$ cat config.mk
export PLATFORM = sky130hd
export DESIGN_NAME = stepper_drive_ctrl
export DESIGN_NICKNAME = d
export VERILOG_FILES = /design/src/rtl/stepper_drive_ctrl.sv
export SDC_FILE = /design/constraint.sdc
export NUM_CORES = 1
export LEC_CHECK = 0
export CORE_MARGIN = 2
export CORE_UTILIZATION = 50
export DETAILED_ROUTE_END_ITERATION = 10
export MAX_ROUTING_LAYER = met4
export PLACE_DENSITY_LB_ADDON = 0.12
export SYNTH_ARGS = -nofsm -noshare
export SYNTH_HDL_FRONTEND = slang
export SYNTH_SLANG_ARGS = --single-unit
$ cat constraint.sdc
create_clock -name clock -period 10.3 [get_ports clock]
set_clock_uncertainty 0.05 [all_clocks]
set_input_delay 1.03 -clock clock [delete_from_list [all_inputs] [get_ports clock]]
set_output_delay 1.03 -clock clock [all_outputs]
set_load 0.02 [all_outputs]
$ cat src/rtl/stepper_drive_ctrl.sv
// Unipolar stepper sequencer: wave/half-step phase table, programmable step period,
// continuous or counted moves with Busy/Done, signed half-step position counter.
module stepper_drive_ctrl #(
    parameter int DIV_WIDTH = 24,
    parameter int CNT_WIDTH = 16,
    parameter int POS_WIDTH = 32
) (
    input  logic                        clock,
    input  logic                        Reset,
    input  logic                        Direction,
    input  logic                        HalfStep,
    input  logic                        Hold,
    input  logic [DIV_WIDTH-1:0]        Divider,
    input  logic                        StepEnable,
    input  logic                        Start,
    input  logic [CNT_WIDTH-1:0]        StepCount,
    input  logic                        Abort,
    output logic [3:0]                  StepDrive,
    output logic                        Busy,
    output logic                        Done,
    output logic signed [POS_WIDTH-1:0] Position
);

    typedef enum logic [1:0] {
        S_IDLE      = 2'd0,
        S_RUN_CONT  = 2'd1,
        S_RUN_COUNT = 2'd2
    } state_t;

    state_t                state_q, state_d;
    logic [2:0]            idx_q, idx_d;
    logic [CNT_WIDTH-1:0]  rem_q, rem_d;
    logic [DIV_WIDTH-1:0]  div_q, div_d;
    logic [DIV_WIDTH-1:0]  per_q, per_d;
    logic [3:0]            drive_q, drive_d;
    logic                  done_q, done_d;
    logic [POS_WIDTH-1:0]  pos_q, pos_d;

    logic [DIV_WIDTH-1:0]  div_eff;
    logic                  tick;
    logic                  step;
    logic [2:0]            idx_step;
    logic [POS_WIDTH-1:0]  pos_step;

    function automatic logic [3:0] phase(input logic [2:0] i);
        case (i)
            3'd0:    phase = 4'b0001;
            3'd1:    phase = 4'b0011;
            3'd2:    phase = 4'b0010;
            3'd3:    phase = 4'b0110;
            3'd4:    phase = 4'b0100;
            3'd5:    phase = 4'b1100;
            3'd6:    phase = 4'b1000;
            default: phase = 4'b1001;
        endcase
    endfunction

    assign div_eff = (Divider < DIV_WIDTH'(2)) ? DIV_WIDTH'(2) : Divider;
    // The period in force is latched at motion start and at each tick, so a
    // Divider change never truncates the period already running.
    assign tick    = (div_q == per_q - DIV_WIDTH'(1));

    always_comb begin
        idx_step = idx_q;
        pos_step = pos_q;
        case ({HalfStep, Direction})
            2'b11: begin
                idx_step = idx_q + 3'd1;
                pos_step = pos_q + POS_WIDTH'(1);
            end
            2'b10: begin
                idx_step = idx_q - 3'd1;
                pos_step = pos_q - POS_WIDTH'(1);
            end
            2'b01: begin
                idx_step = {idx_q[2:1], 1'b0} + 3'd2;
                pos_step = pos_q + POS_WIDTH'(2);
            end
            default: begin
                idx_step = ((idx_q + 3'd1) & 3'b110) - 3'd2;
                pos_step = pos_q - POS_WIDTH'(2);
            end
        endcase
    end

    always_comb begin
        state_d = state_q;
        idx_d   = idx_q;
        rem_d   = rem_q;
        div_d   = div_q;
        per_d   = per_q;
        pos_d   = pos_q;
        done_d  = 1'b0;
        step    = 1'b0;
        case (state_q)
            S_IDLE: begin
                div_d = '0;
                if (Abort) begin
                    state_d = S_IDLE;
                end else if (Start) begin
                    if (StepCount == '0) begin
                        done_d = 1'b1;
                    end else begin
                        state_d = S_RUN_COUNT;
                        rem_d   = StepCount;
                        per_d   = div_eff;
                    end
                end else if (StepEnable) begin
                    state_d = S_RUN_CONT;
                    per_d   = div_eff;
                end
            end
            S_RUN_CONT: begin
                if (Abort || !StepEnable) begin
                    state_d = S_IDLE;
                    div_d   = '0;
                end else if (tick) begin
                    step  = 1'b1;
                    div_d = '0;
                    per_d = div_eff;
                end else begin
                    div_d = div_q + DIV_WIDTH'(1);
                end
            end
            S_RUN_COUNT: begin
                if (Abort) begin
                    state_d = S_IDLE;
                    div_d   = '0;
                end else if (tick) begin
                    step  = 1'b1;
                    div_d = '0;
                    per_d = div_eff;
                    rem_d = rem_q - CNT_WIDTH'(1);
                    if (rem_q == CNT_WIDTH'(1)) begin
                        state_d = S_IDLE;
                        done_d  = 1'b1;
                    end
                end else begin
                    div_d = div_q + DIV_WIDTH'(1);
                end
            end
            default: begin
                state_d = S_IDLE;
                div_d   = '0;
            end
        endcase
        if (step) begin
            idx_d = idx_step;
            pos_d = pos_step;
        end
        drive_d = ((state_d != S_IDLE) || Hold) ? phase(idx_d) : 4'b0000;
    end

    always_ff @(posedge clock) begin
        if (Reset) begin
            state_q <= S_IDLE;
            idx_q   <= '0;
            rem_q   <= '0;
            div_q   <= '0;
            per_q   <= '0;
            drive_q <= 4'b0000;
            done_q  <= 1'b0;
            pos_q   <= '0;
        end else begin
            state_q <= state_d;
            idx_q   <= idx_d;
            rem_q   <= rem_d;
            div_q   <= div_d;
            per_q   <= per_d;
            drive_q <= drive_d;
            done_q  <= done_d;
            pos_q   <= pos_d;
        end
    end

    assign StepDrive = drive_q;
    assign Busy      = (state_q == S_RUN_COUNT);
    assign Done      = done_q;
    assign Position  = pos_q;

endmodule

* After elaboration in Yosys (flattened, before gate mapping)
Cells that the tools add are included.
** Word-level totals
- Logic and storage cells :: 97
- Bits in writable memories :: 0
- Memories :: 0
- ROM bits :: 0
- Bits in registers :: 106
- Bits in latches :: 0
- Output and inout bits :: 38
- Input bits :: 48
** Operators by class
- $add $sub $neg :: 11
- Eq/ne operators :: 21
- Multiply operators :: 0
- Divide/modulo/power cells :: 0
- Reductions and logical operators :: 12
- Order comparisons :: 1
- Bitwise logic cells :: 1
- Shift operators :: 0
- Multiplexer cells :: 43
** Operators with widths (count)
- 2-to-1 mux 24 bit :: 11
- case mux 32 bit (3 select lines) :: 1
- 2-to-1 mux 16 bit :: 5
- case mux 24 bit (3 select lines) :: 1
- case mux 24 bit (2 select lines) :: 1
- adder 32 x 1 -> 32 bit, second input constant :: 1
- adder 32 x 2 -> 32 bit, second input constant :: 1
- case mux 16 bit (2 select lines) :: 1
- subtractor 32 x 1 -> 32 bit, second input constant :: 1
- subtractor 32 x 2 -> 32 bit, second input constant :: 1
- case mux 4 bit (7 select lines) :: 1
- adder 24 x 1 -> 24 bit, second input constant :: 1
- == test 24 bit :: 1
- less-than comparator 24 x 2 -> 1 bit, second input constant :: 1
- subtractor 24 x 1 -> 24 bit, second input constant :: 1
- == test 16 x 1 -> 1 bit, second input constant :: 1
- logical NOT 16 bit :: 1
- 2-to-1 mux 2 bit :: 8
- subtractor 16 x 1 -> 16 bit, second input constant :: 1
- AND reduction 6 bit :: 2
- != test 2 bit, second input constant :: 5
- == test 3 bit, second input constant :: 3
- 2-to-1 mux 1 bit :: 9
- case mux 3 bit (3 select lines) :: 1
- other kinds (21) :: 29

* Depth between registers and ports, before layout
- Depth in word-level cells :: 9
- Depth in mapped cells :: 15
- Mapped depth without buffers :: 12

* Worst setup path before layout
Ideal clock, no wire load.
- Kind :: input to register
- Start :: input port HalfStep
- End :: register pos_q[27] (netlist: Position[27])
- Required time :: 10.164 ns
- Library setup time :: 0.086 ns
- Buffers on the path :: 2
- Cell stages on the path :: 14
- Path slack :: 5.407 ns
- Arrival time :: 4.758 ns
- Cell sequence :: buf_2 -> inv_2 -> clkbuf_1 -> nand2_1 -> fa_1 -> a211oi_1 -> o21ai_0 -> a31oi_1 -> o221ai_1 -> a2111oi_0 -> or3_1 -> xnor2_1 -> mux2i_1 -> a211oi_1
** Between the ends
- Longest elaborated chain between the ends :: 2
- Elaborated cells on any way between the ends :: 4
- Those cells by class :: eq/ne (3); mux (1)
** Ends and longest elaborated chain
- start: declaration :: line 11 : input logic HalfStep,
- == test 2 x 1 -> 1 bit / == test 2 bit (equally long branches) :: line 66 : case ({HalfStep, Direction})
- case mux 32 bit (3 select lines) (*) :: line 66
- end signal: assignment :: line 172 : pos_q <= pos_d;
- end: declaration :: line 37 : logic [POS_WIDTH-1:0] pos_q, pos_d;
Every way passes the cells marked *; elsewhere a longest branch is shown, timed or not.
A chain may end at the register's enable or synchronous reset.

* Final worst setup path
Ends and elaborated chain as after synthesis.

==> impl_results.md <==
- Synth Instances: 1213
- Cell Rows: 49
- Buffer levels on the longest clock path: 2
- Seq/Total Area, Yosys: 22.8%
- Worst slew pin tran: 1.01 ns
- Synth top area share: 22.8%
- First-pass GRT wire length: 42.6 mm
- Crit path launch type: input port
- Initial antenna violation count: 0
- Max VDD drop: 74.3 uV
- Pin count of the biggest net entering global routing: 71
- Global Route Usage Sum: 26.9%
- Worst path slowest cell: a2111oi_0
- Slew Viols, Final: 0
- Final setup violation count: 0
- Final period util: 50.3%
- Status: finished clean
- Final setup TNS: 0 ns
- Number of synthesized register bits: 106
- Post-synth top area cell: dfxtp_1
- Initial Util: 51.4%
- Leakage power: 4.26 nW
- Global route overflow: 0
- Post-synth EDFFs: 0
- Max Freq: 193 MHz
- Asr flop ratio synth: 0%
- Class of the worst hold path: reg -> reg
- Top FF cell, synth: dfxtp_1
- Post_cts resized: 0
- Rel. slew slack: 31.2%
- RSZ-0062 raised after global routing: no
- WP buf/inv: 4
- CP endpoint kind: flop
- Critical-path cell list: buf_2, buf_4, inv_2, nand2_1, buf_4, ha_1, a211oi_1, o21ai_0, a31oi_1, o221ai_1, a2111oi_0, or3_1, xnor2_1, mux2i_1, a211oi_1
- CP Data Arrival Time: 5.41 ns
- # H-tree levels: 3
- Top cells by area, synth: dfxtp_1 23%, ha_1 9.3%, a21oi_1 5.9%, xnor2_1 5.4%, nor2_1 5.0%
- Sink Count: 106
- Final min period: 5.18 ns
- # DRC: 0
- Final Net Count: 1380
- DIE AREA: 19700 um^2
- Via count: 9263
- Most common cell after layout, fill and taps aside: nor2_1
- Yosys cell types: 85
- Die W: 140 um
- Total Routed Length: 25.9 mm
- I/O pin count: 86
- CP peak stage delay: 0.66 ns
- Dpl hpwl: 18.5 mm
- PwrDens: 103 nW/um^2
- Postcts setup bufs: 0
- Hold Fails Final Rpt: 0
- Most frequent cells in the layout: 124 x nor2_1, 110 x a21oi_1, 106 x dfxtp_1
- Clock-pin slew on the worst setup and hold paths: 0.07 ns
- Final Util: 58.2%
- Syn Area/Cell: 7.66 um^2
- P&R area growth vs syn: 13.2%
- Yosys Warn Count: 0
- Core area: 18100 um^2
- Initial DRC Count: 787
- Vias per cell: 6.20
- Mapped Nets: 1332
- PortBufs: 85
- CTS tree: built
- WP data required: 10.52 ns
- Synthesized area: 9300 um^2
- Share of post-route cells with drive strength above 1: 4.66%
- Diode count: 0
- Dpl cells: 1479
- Critical Path Fanout Max: 49
- Max-cap check violation count: 0
- CTS Buf Count: 9
- Die Y: 140 um
- Critical path type: in -> reg
- Antenna Violating Nets Remaining: 0
- Clock root buffer: clkbuf_16
- WL/cell: 17.3 um
- RD Place Congestion: 0.912
- Clk Latency, worst-skew pair: 0.37 ns
- Hold_buf cts: 0
- Initial DRT Pass Iterations: 5
- Vias in the first global route: 8439
- Non-filler cells, final: 1495
- Family with the most delay on the worst path: compound AO/OA/AOI/OAI gates
==> synth_stat cells, drive strengths merged (3+ instances only) <==
master / count
nor3: 28
o211a: 3
mux2i: 11
o31ai: 6
or4: 10
nor2b: 7
a41oi: 3
a311oi: 4
or3b: 4
nand3b: 4
o22a: 3
a21o: 39
nor3b: 7
o211ai: 11
or3: 9
dfxtp: 106
nor4: 27
nand4: 22
nor2: 125
a211o: 3
o21a: 7
and2: 8
o21bai: 10
o21ai: 84
clkbuf: 38
xor2: 41
nand2: 81
xnor2: 57
and3: 26
inv: 35
nand2b: 15
a22oi: 6
nand3: 63
a211oi: 29
a21oi: 110
buf: 19
a21boi: 4
o22ai: 5
or2: 5
ha: 69
a221oi: 5
o32ai: 9
a31oi: 19
==> registers in the layout (all words and copies together) (netlist names) <==
signal,flops
Position,32
Done,1
idx_q,3
rem_q,16
StepDrive,4
state_q,2
div_q,24
per_q,24
==> kinds of logic (layout without fill, tap and decap cells) <==
family	Yosys count	in the layout	share of synthesized area, %
and+or+nand+nor	448	448	24.8
AOI/OAI and AO/OA	382	382	27.0
DFF	106	106	22.8
xor gates and xnor gates	100	100	9.73
buffers and inverters	92	145	4.09
adders and majority gates	71	71	9.72
muxes	14	14	1.75
==> worst reg2reg max path, delay by kind of cell, from the launching register on <==
family / cells / cell delay (ns)
AO/OA/AOI/OAI: 2 / 0.39
adder cells (fa/ha/maj): 1 / 0.24
buffers and inverters: 2 / 0.36
flip-flops: 1 / 0.36
multiplexers: 1 / 0.27
AND/OR/NAND/NOR: 6 / 2.54
==> final cells by class <==
type / count / area (um^2)
multi-input cells: 1015 / 6790
well taps: 229 / 287
repair buffers: 94 / 908
inverters: 35 / 131
fillers: 1739 / 7560
flip-flops and latches: 106 / 2120
clock inverters: 7 / 60.1
clock buffers: 9 / 225
==> routing by layer <==
layer,wire length [um],track usage [%]
met5,0,-
met4,323,6.38
met3,1480,3.59
met2,11600,42.0
met1,12500,37.1
==> per-stage QoR <==
stage / total power (W) / area [um^2] / worst slack (ns) / hold WS, ns
final: 0.00108 / 10500 / 5.12 / 0.429
after global routing: 0.00114 / 10500 / 4.81 / 0.464
after CTS: 0.00109 / 10500 / 5.15 / 0.435
after detailed placement: 0.000738 / 10200 / 4.78 / 0.425
after global placement: 0.000736 / 10200 / 4.89 / 0.420
after floorplan: 0.000664 / 9300 / 5.41 / 0.399
==> report_power, final <==
part           total [W]  internal, W  switching (W)
Combinational   0.000289     0.000116       0.000174
Clock           0.000349     0.000169       0.000180
Sequential      0.000445     0.000423      0.0000213
Total            0.00108     0.000708       0.000375
==> final timing paths <==
path                   from           end  slack [ns]  cells past startpoint
setup / recovery   HalfStep  Position[27]        5.12                     15
hold / removal    rem_q[15]     rem_q[15]        0.43                      2
setup reg to reg   per_q[0]      per_q[1]        5.95                     12
hold reg to reg   rem_q[15]     rem_q[15]        0.43                      2
Power figures use the tool's default switching activity.
